**src/rtl/div_8bits.sv**
```systemverilog
// rtl/div_8bits.sv - 8-bit sequential restoring divider with start/done handshake; optional SIGNED_DIV_EN for two's complement operands
module div_8bits (
  input  logic       clk,
  input  logic       rst_n,
  input  logic       start,
  input  logic [7:0] a,
  input  logic [7:0] b,
  output logic [7:0] q,
  output logic [7:0] r,
  output logic       busy,
  output logic       done,
  output logic       div_by_zero,
  output logic       ov_flag
);

  typedef enum logic [1:0] {
    S_IDLE = 2'd0,
    S_CALC = 2'd1,
    S_FIN  = 2'd2
  } state_t;

  state_t     r_state;
  state_t     w_next;

  logic [7:0] r_b;
  logic [7:0] r_rem;
  logic [7:0] r_dvd;
  logic [2:0] r_cnt;
  logic [7:0] r_q;
  logic [7:0] r_r;
  logic       r_dbz;
  logic       r_ov;

  logic [9:0] w_trial;
  logic       w_neg;
  logic [7:0] w_rem_next;
  logic [7:0] w_dvd_next;
  logic [7:0] w_a_mag;
  logic [7:0] w_b_mag;
  logic [7:0] w_q_fin;
  logic [7:0] w_r_fin;
  logic       w_ov_fin;
  logic       w_last;

`ifdef SIGNED_DIV_EN
  logic       r_sa;
  logic       r_sb;

  // Core runs on magnitudes; |-128| = 128 still fits the unsigned 8-bit core.
  always_comb begin
    w_a_mag  = a[7] ? (~a + 8'd1) : a;
    w_b_mag  = b[7] ? (~b + 8'd1) : b;
    w_q_fin  = (r_sa ^ r_sb) ? (~w_dvd_next + 8'd1) : w_dvd_next;
    w_r_fin  = r_sa ? (~w_rem_next + 8'd1) : w_rem_next;
    // Only -128 / -1 yields a positive quotient of 128, which is not representable.
    w_ov_fin = ~(r_sa ^ r_sb) & w_dvd_next[7];
  end

  // Operand signs captured at load, applied when the result is registered.
  always_ff @(posedge clk) begin
    if (!rst_n) begin
      r_sa <= 1'b0;
      r_sb <= 1'b0;
    end else if (r_state == S_IDLE && start && b != 8'd0) begin
      r_sa <= a[7];
      r_sb <= b[7];
    end
  end
`else
  // Unsigned build: operands and results pass straight through.
  always_comb begin
    w_a_mag  = a;
    w_b_mag  = b;
    w_q_fin  = w_dvd_next;
    w_r_fin  = w_rem_next;
    w_ov_fin = 1'b0;
  end
`endif

  // One restoring step: shift {rem,dvd} left, trial-subtract the divisor, keep or restore.
  always_comb begin
    w_trial    = {1'b0, r_rem, r_dvd[7]} - {2'b00, r_b};
    w_neg      = w_trial[9];
    w_rem_next = w_neg ? {r_rem[6:0], r_dvd[7]} : w_trial[7:0];
    w_dvd_next = {r_dvd[6:0], ~w_neg};
    w_last     = (r_cnt == 3'd7);
  end

  // State register.
  always_ff @(posedge clk) begin
    if (!rst_n) begin
      r_state <= S_IDLE;
    end else begin
      r_state <= w_next;
    end
  end

  // Next-state logic: divide by zero skips the iterations entirely.
  always_comb begin
    w_next = r_state;
    case (r_state)
      S_IDLE: begin
        if (start) begin
          w_next = (b == 8'd0) ? S_FIN : S_CALC;
        end
      end
      S_CALC: begin
        if (w_last) begin
          w_next = S_FIN;
        end
      end
      S_FIN:   w_next = S_IDLE;
      default: w_next = S_IDLE;
    endcase
  end

  // Datapath: load on accepted start, iterate in CALC, register results entering FIN.
  always_ff @(posedge clk) begin
    if (!rst_n) begin
      r_b   <= 8'd0;
      r_rem <= 8'd0;
      r_dvd <= 8'd0;
      r_cnt <= 3'd0;
      r_q   <= 8'd0;
      r_r   <= 8'd0;
      r_dbz <= 1'b0;
      r_ov  <= 1'b0;
    end else begin
      case (r_state)
        S_IDLE: begin
          if (start) begin
            if (b == 8'd0) begin
              r_q   <= 8'hFF;
              r_r   <= a;
              r_dbz <= 1'b1;
              r_ov  <= 1'b0;
            end else begin
              r_b   <= w_b_mag;
              r_rem <= 8'd0;
              r_dvd <= w_a_mag;
              r_cnt <= 3'd0;
            end
          end
        end
        S_CALC: begin
          r_rem <= w_rem_next;
          r_dvd <= w_dvd_next;
          r_cnt <= r_cnt + 3'd1;
          if (w_last) begin
            r_q   <= w_q_fin;
            r_r   <= w_r_fin;
            r_dbz <= 1'b0;
            r_ov  <= w_ov_fin;
          end
        end
        default: begin
        end
      endcase
    end
  end

  assign q           = r_q;
  assign r           = r_r;
  assign div_by_zero = r_dbz;
  assign ov_flag     = r_ov;
  assign busy        = (r_state == S_CALC);
  assign done        = (r_state == S_FIN);

endmodule

```
**config.mk**
```make
export PLATFORM = sky130hd
export DESIGN_NAME = div_8bits
export DESIGN_NICKNAME = d
export VERILOG_FILES = /design/src/rtl/div_8bits.sv
export SDC_FILE = /design/constraint.sdc
export NUM_CORES = 1
export LEC_CHECK = 0
export ABC_AREA = 0
export BUFFER_PORTS_ARGS = -buffer_cell sky130_fd_sc_hd__buf_2
export CORE_MARGIN = 2
export CORE_UTILIZATION = 50
export CTS_CLUSTER_DIAMETER = 120
export DETAILED_ROUTE_END_ITERATION = 10
export HOLD_SLACK_MARGIN = 0.03
export MAX_ROUTING_LAYER = met4
export PLACE_DENSITY = 0.72
export SLEW_MARGIN = 10
export SYNTH_ARGS = -nofsm -noshare
export SYNTH_HDL_FRONTEND = slang
export SYNTH_SLANG_ARGS = --single-unit
```
**constraint.sdc**
```tcl
create_clock -name clk -period 2.5 [get_ports clk]
set_input_delay 0.125 -clock clk [delete_from_list [all_inputs] [get_ports clk]]
set_output_delay 0.125 -clock clk [all_outputs]
set_load 0.05 [all_outputs]
```
==> results of run 1 <==
-- power by group --
group | leakage, nW | switching [mW] | internal, mW
registers | 0.376 | 0.0541 | 0.795
clock network | 0.0514 | 0.262 | 0.298
logic | 0.929 | 0.477 | 0.278
-- cell families after synthesis --
| kind of cell | after synthesis | synth area share [%] |
|---|---|---|
| other | 1 | 0.1520 |
| buffers and inverters | 31 | 5.832 |
| AND/OR/NAND/NOR | 99 | 18.31 |
| adder cells (fa/ha/maj) | 11 | 5.882 |
| XOR/XNOR | 5 | 1.775 |
| multiplexers | 5 | 2.028 |
| AO/OA/AOI/OAI | 97 | 28.70 |
| flip-flops | 46 | 37.32 |
-- cell usage in the layout (no fill, tap or decap), types with 3 or more instances in the layout --
| cell type | instances |
|---|---|
| a31oi_1 | 4 |
| a21oi_2 | 4 |
| buf_4 | 11 |
| buf_2 | 37 |
| a21o_1 | 3 |
| clkbuf_8 | 5 |
| nor2_1 | 21 |
| o21ai_0 | 26 |
| nand3_1 | 11 |
| a21oi_1 | 3 |
| nand2_1 | 45 |
| dfxtp_1 | 46 |
| o211ai_1 | 3 |
| xnor2_1 | 3 |
| o21a_1 | 6 |
| mux2i_1 | 5 |
| a21boi_0 | 8 |
| o211a_1 | 15 |
| a211oi_1 | 3 |
| ha_1 | 10 |
| o21bai_1 | 6 |
| and2_1 | 3 |
| nand4_1 | 4 |
| inv_1 | 13 |
-- metrics by stage --
stage | utilization (%) | hold WS, ps
after floorplan | - | 269.9
after global routing | 59.61 | 65.30
after CTS | 59.61 | 64.34
after detailed placement | 57.29 | 395.9
final | 59.61 | 72.90
after global placement | 57.29 | 392.6
-- area by class of cell --
type / count / area (µm²)
clock buffers: 6 / 72.57
clock inverters: 2 / 37.54
fillers: 473 / 1921
inverters: 13 / 48.80
multi-input cells: 218 / 1403
flip-flops and latches: 46 / 920.9
well taps: 67 / 83.83
repair buffers: 48 / 267.8
-- flip-flops by register name (all words and copies together), names as in the netlist --
| signal | flops |
|---|---|
| div_by_zero | 1 |
| q | 8 |
| r | 8 |
| r_b | 8 |
| r_cnt | 3 |
| r_dvd | 8 |
| r_rem | 8 |
| r_state | 2 |
-- path summary, 6_finish.rpt --
check | from | end | slack, ps | cells past startpoint
setup / recovery | r_rem[0] | r[6] | 160 | 7
hold / removal | b[2] | r_b[2] | 70 | 3
setup reg to reg | r_rem[0] | r[6] | 160 | 7
hold reg to reg | r_b[4] | r_b[4] | 480 | 2
-- metal layers --
metal  share of wire, %  wire [µm]  vias to the layer above
li1                   -          -                     1124
met4                1.1         67                        0
met1                 52       3042                     1010
met3                3.7        220                        7
met5                  0          0                        -
met2                 43       2560                       38
-- worst max-delay path: cells and delay by family, from the launching register on --
family | cells | cell delay (ps)
simple gates | 4 | 1080
flops | 1 | 380
fa+ha+maj | 1 | 290
compound gates | 2 | 460
==> metrics.txt, run 1 <==
placed cells=392; DP Wirelength=4326 µm; syn avg cell area=8.364 µm²; Design Power=2.163 mW; worst path cell trace=ha_1, nor2b_2, o2111ai_1, a21oi_2, nand2b_1, nor3_1, or3_1; CTS H-tree depth=2; input/output buffers=37; setup TNS=0 ps; CP Capture Type=flop; CP peak stage delay=520 ps; area of the mapped netlist=2467 µm²; clk buf depth=2; fin nets=362; CTS sink count=46; leading area contributor after synthesis=dfxtp_1; largest net degree at the start of global routing=44; synth warn=0; Skew-Pair Late Insertion Delay=310 ps; CP Class=reg -> reg; drt first pass iters=4; DP Area=2724 µm²; Synth Flop Type=dfxtp_1; ANT nets after route=0; initial antenna violation count=0; CTS buffer count=5; RSZ-0062 raised after global routing=false; # resized after CTS=0; GRT met2 Usage=33.43%; grt total ovfl=0; Synth cell types=53; starting DRC count in detailed routing=141; fin crit share=93.54%; Worst Path Arrival=2540 ps; Setup Buffers After CTS=0; Non-Filler Instances=400; Final Hold Viols=0; Startpoint Class=flop; drt wl/cell=14.73 µm; Root Buffer=clkbuf_8; Slew HR=29.23%; Vias=2,179; Layout area overhead=14.86%; GR Util met1=32.25%; crit-path max FO=12; first-pass GRT wire length=9522 µm; CTS tree=done; synthesized netlist cell count=295; hold buffers post-CTS=0; #FFs+latches synth=46; I/O pins=39; synth cell count leaders=dfxtp_1, nand2_1, o21ai_0; Mapped Nets=325; Initial Util=51.89%; cell leakage power=1.356 nW; dpl ws=176.0 ps; GR peak layer=met2; Hold Path Class=in -> reg; Final GP Congestion=0.8864; Tot GR Track Use=23.15%; row count=25; layout cells sized above 1=19.52%; power per cell area=763.3 nW/µm²; vias in the first global route=1,999; VDD IR-drop max=0.0003700 V; clock transition at the registers of the reported paths=90 ps; core area=4755 µm²; Die ar.=5512 µm²; Die W=74.25 µm; most frequent cell after synthesis=dfxtp_1; sequential area share after synthesis=37.32%; asr flop ratio synth=0%; Worst Path Required=2700 ps; Worst-Margin Slew=1058 ps; met3 usage=5.149%; Setup Skew=4.900 ps; Die Span Y=74.25 µm; crit path time final=2339 ps; Residual DRC=0; Max-cap violations=0; largest cells by area after synthesis=dfxtp_1, nand2_1, o211a_1; Slew Limit Fails=0; Post-synth EDFFs=0; number of vias per cell=5.448; Design Area, Final=2834 µm²; Crit-path slowest cell=nand2b_1; final wirelength=5891 µm; # setup viols final=0; post-route setup slack=161.5 ps; max frequency=427.6 MHz; Antenna diodes=0; Synth top area share=37.32%; status=complete, no violations
(Power assumes the default switching activity.)
==> run 2, diff against run 1 <==
- SETUP_SLACK_MARGIN: unset -> 0.4
==> run 2 against run 1 <==
Routed wire length increased by 8.3%. Total power increased by 7.0%. Sequential cell count unchanged. Clock power decreased by 18%. Critical endpoint unchanged. Highest routed layer unchanged.
==> metrics.txt, run 2 (same netlist as run 1, synthesis figures left out) <==
status=complete, no violations; Skew-Pair Late Insertion Delay=300 ps (about the same); row count=25 (unchanged); Seq pwr share=36.9% (-2.3 points); commonest non-fill, non-tap cell in the layout=nand2_1; Tot GR Track Use=24.54% (+1.4 points); Comb pwr share=43.3% (+8.4 points); cell mode on critical path=inv_2; CP peak stage delay=350 ps (-170 ps); first-pass GRT wire length=10,020 µm (+5.2%); Non-Filler Instances=406 (+1.5%); CP Capture Type=flop; Slew Limit Fails=0 (unchanged); Vias=2,278 (+4.5%); CTS buffer count=5 (unchanged); layout cells sized above 1=28.32% (+8.8 points); placed cells=392 (unchanged); vias in the first global route=2,083 (+4.2%); Worst Path Required=2680 ps (-20 ps); switching power=0.9084 mW (+15%); # setup viols final=0 (unchanged); number of vias per cell=5.611 (+3.0%); starting DRC count in detailed routing=178 (+26%); fin crit share=85.35% (-8.2 points); Startpoint Class=flop; Die ar.=5512 µm² (unchanged); RSZ-0062 raised after global routing=true; CTS tree=done; hold buffers post-CTS=0 (unchanged); grt total ovfl=0 (unchanged); clock transition at the registers of the reported paths=90 ps (about the same); Slew HR=58.74% (+30 points); Crit-path slowest cell=fa_2; drt first pass iters=4 (unchanged); DP Wirelength=4431 µm (+2.4%); worst path cell trace=inv_2, ha_4, inv_2, fa_2, a211oi_2, o21bai_1, a21oi_2, xnor2_2, nor4b_4, or3_1; Max-cap violations=0 (unchanged); Layout area overhead=22.97%; CTS H-tree depth=2 (unchanged); VDD IR-drop max=0.0003476 V (-6.1%); initial antenna violation count=0 (unchanged); largest net degree at the start of global routing=25 (-43%); final wirelength=6381 µm (+8.3%); max frequency=468.7 MHz (+9.6%); Clk pwr share=19.8% (-6.1 points); Hold Path Class=in -> reg; Die Span Y=74.25 µm (unchanged); input/output buffers=37 (unchanged); I/O pins=39 (unchanged); Final Hold Viols=0 (unchanged); drt wl/cell=15.72 µm (+6.7%); ANT nets after route=0 (unchanged); Initial Util=51.89% (unchanged); Setup Skew=11.11 ps (+6.206 ps); Die W=74.25 µm (unchanged); clk buf depth=2 (unchanged); crit path time final=2134 ps (-204.8 ps); setup TNS=0 ps (unchanged); final hold slack=66.71 ps (-6.187 ps); Root Buffer=clkbuf_8; Residual DRC=0 (unchanged); Antenna diodes=0 (unchanged); power per cell area=762.7 nW/µm² (about the same); crit-path max FO=2 (-10); core area=4755 µm² (unchanged); most frequent cells in the layout=nand2_1, dfxtp_1, buf_2; fin nets=368 (+1.7%); cell leakage power=1.419 nW (+4.6%); Worst Path Arrival=2320 ps (-220 ps); Final GP Congestion=0.8420 (-5.0%); Worst-Margin Slew=618.2 ps (-439.4 ps); CP Class=reg -> reg; CTS sink count=46 (unchanged); switch share=39.25% (+2.6 points); Pint=1.406 mW (+2.6%)
[run 2: per-stage QoR]
| stage | power, mW | setup WS [ps] | area (µm²) | utilization [%] |
|---|---|---|---|---|
| floorplan | 1.441 | 408.6 | 2475 | - |
| global placement | 1.608 | 268.0 | 2731 | 57.45 |
| detailed placement | 1.610 | 186.2 | 2731 | 57.45 |
| CTS | 2.138 | 320.5 | 2892 | 60.82 |
| global route | 2.426 | 252.3 | 3034 | 63.82 |
| finish | 2.314 | 366.2 | 3034 | 63.82 |
[run 2: path summary, 6_finish.rpt]
path / from / to / slack, ps / cells after the start
worst max register to register: r_dvd[7] / r[6] / 370 / 10
worst min-delay path: b[0] / r_b[0] / 70 / 3
worst max-delay path: r_dvd[7] / r[6] / 370 / 10
worst min register to register: r_rem[6] / r_rem[6] / 480 / 2
[run 2: what timing repair did]
action	CTS	global route
pin swaps	8	12
gates cloned	0	0
resized for setup	15	26
setup endpoints to repair	16	23
buffers inserted	3	3
[run 2: power groups by stage]
stage	clock network, mW	logic [mW]	registers [mW]
finish	0.458	1.00	0.854
global route	0.487	1.08	0.862
CTS	0.470	0.818	0.850
detailed placement	0	0.744	0.866
global placement	0	0.744	0.864
floorplan	0	0.529	0.913
[run 2: final cells by class]
cell class              instances  area (µm²)
clock buffers                   6       72.57
repair buffers                 54       312.8
fillers                       446        1720
well taps                      67       83.83
flip-flops and latches         46       927.1
multi-input cells             218        1572
clock inverters                 2       13.76
inverters                      13       52.55
[run 2: routing by layer]
layer | track usage (%) | wire, µm | vias up
li1 | - | - | 1139
met2 | 35.71 | 2949 | 60
met3 | 3.659 | 284 | 7
met5 | - | 0 | -
met4 | 8.333 | 78 | 0
met1 | 34.87 | 3068 | 1072
[run 2: worst max-delay path, delay by kind of cell, from the launching register on]
kind                     cells  cell delay, ps
AND/OR/NAND/NOR              2             440
AO/OA/AOI/OAI                3             560
XOR/XNOR                     1              90
flip-flops                   1             330
buffers and inverters        2             110
adder cells (fa/ha/maj)      2             490
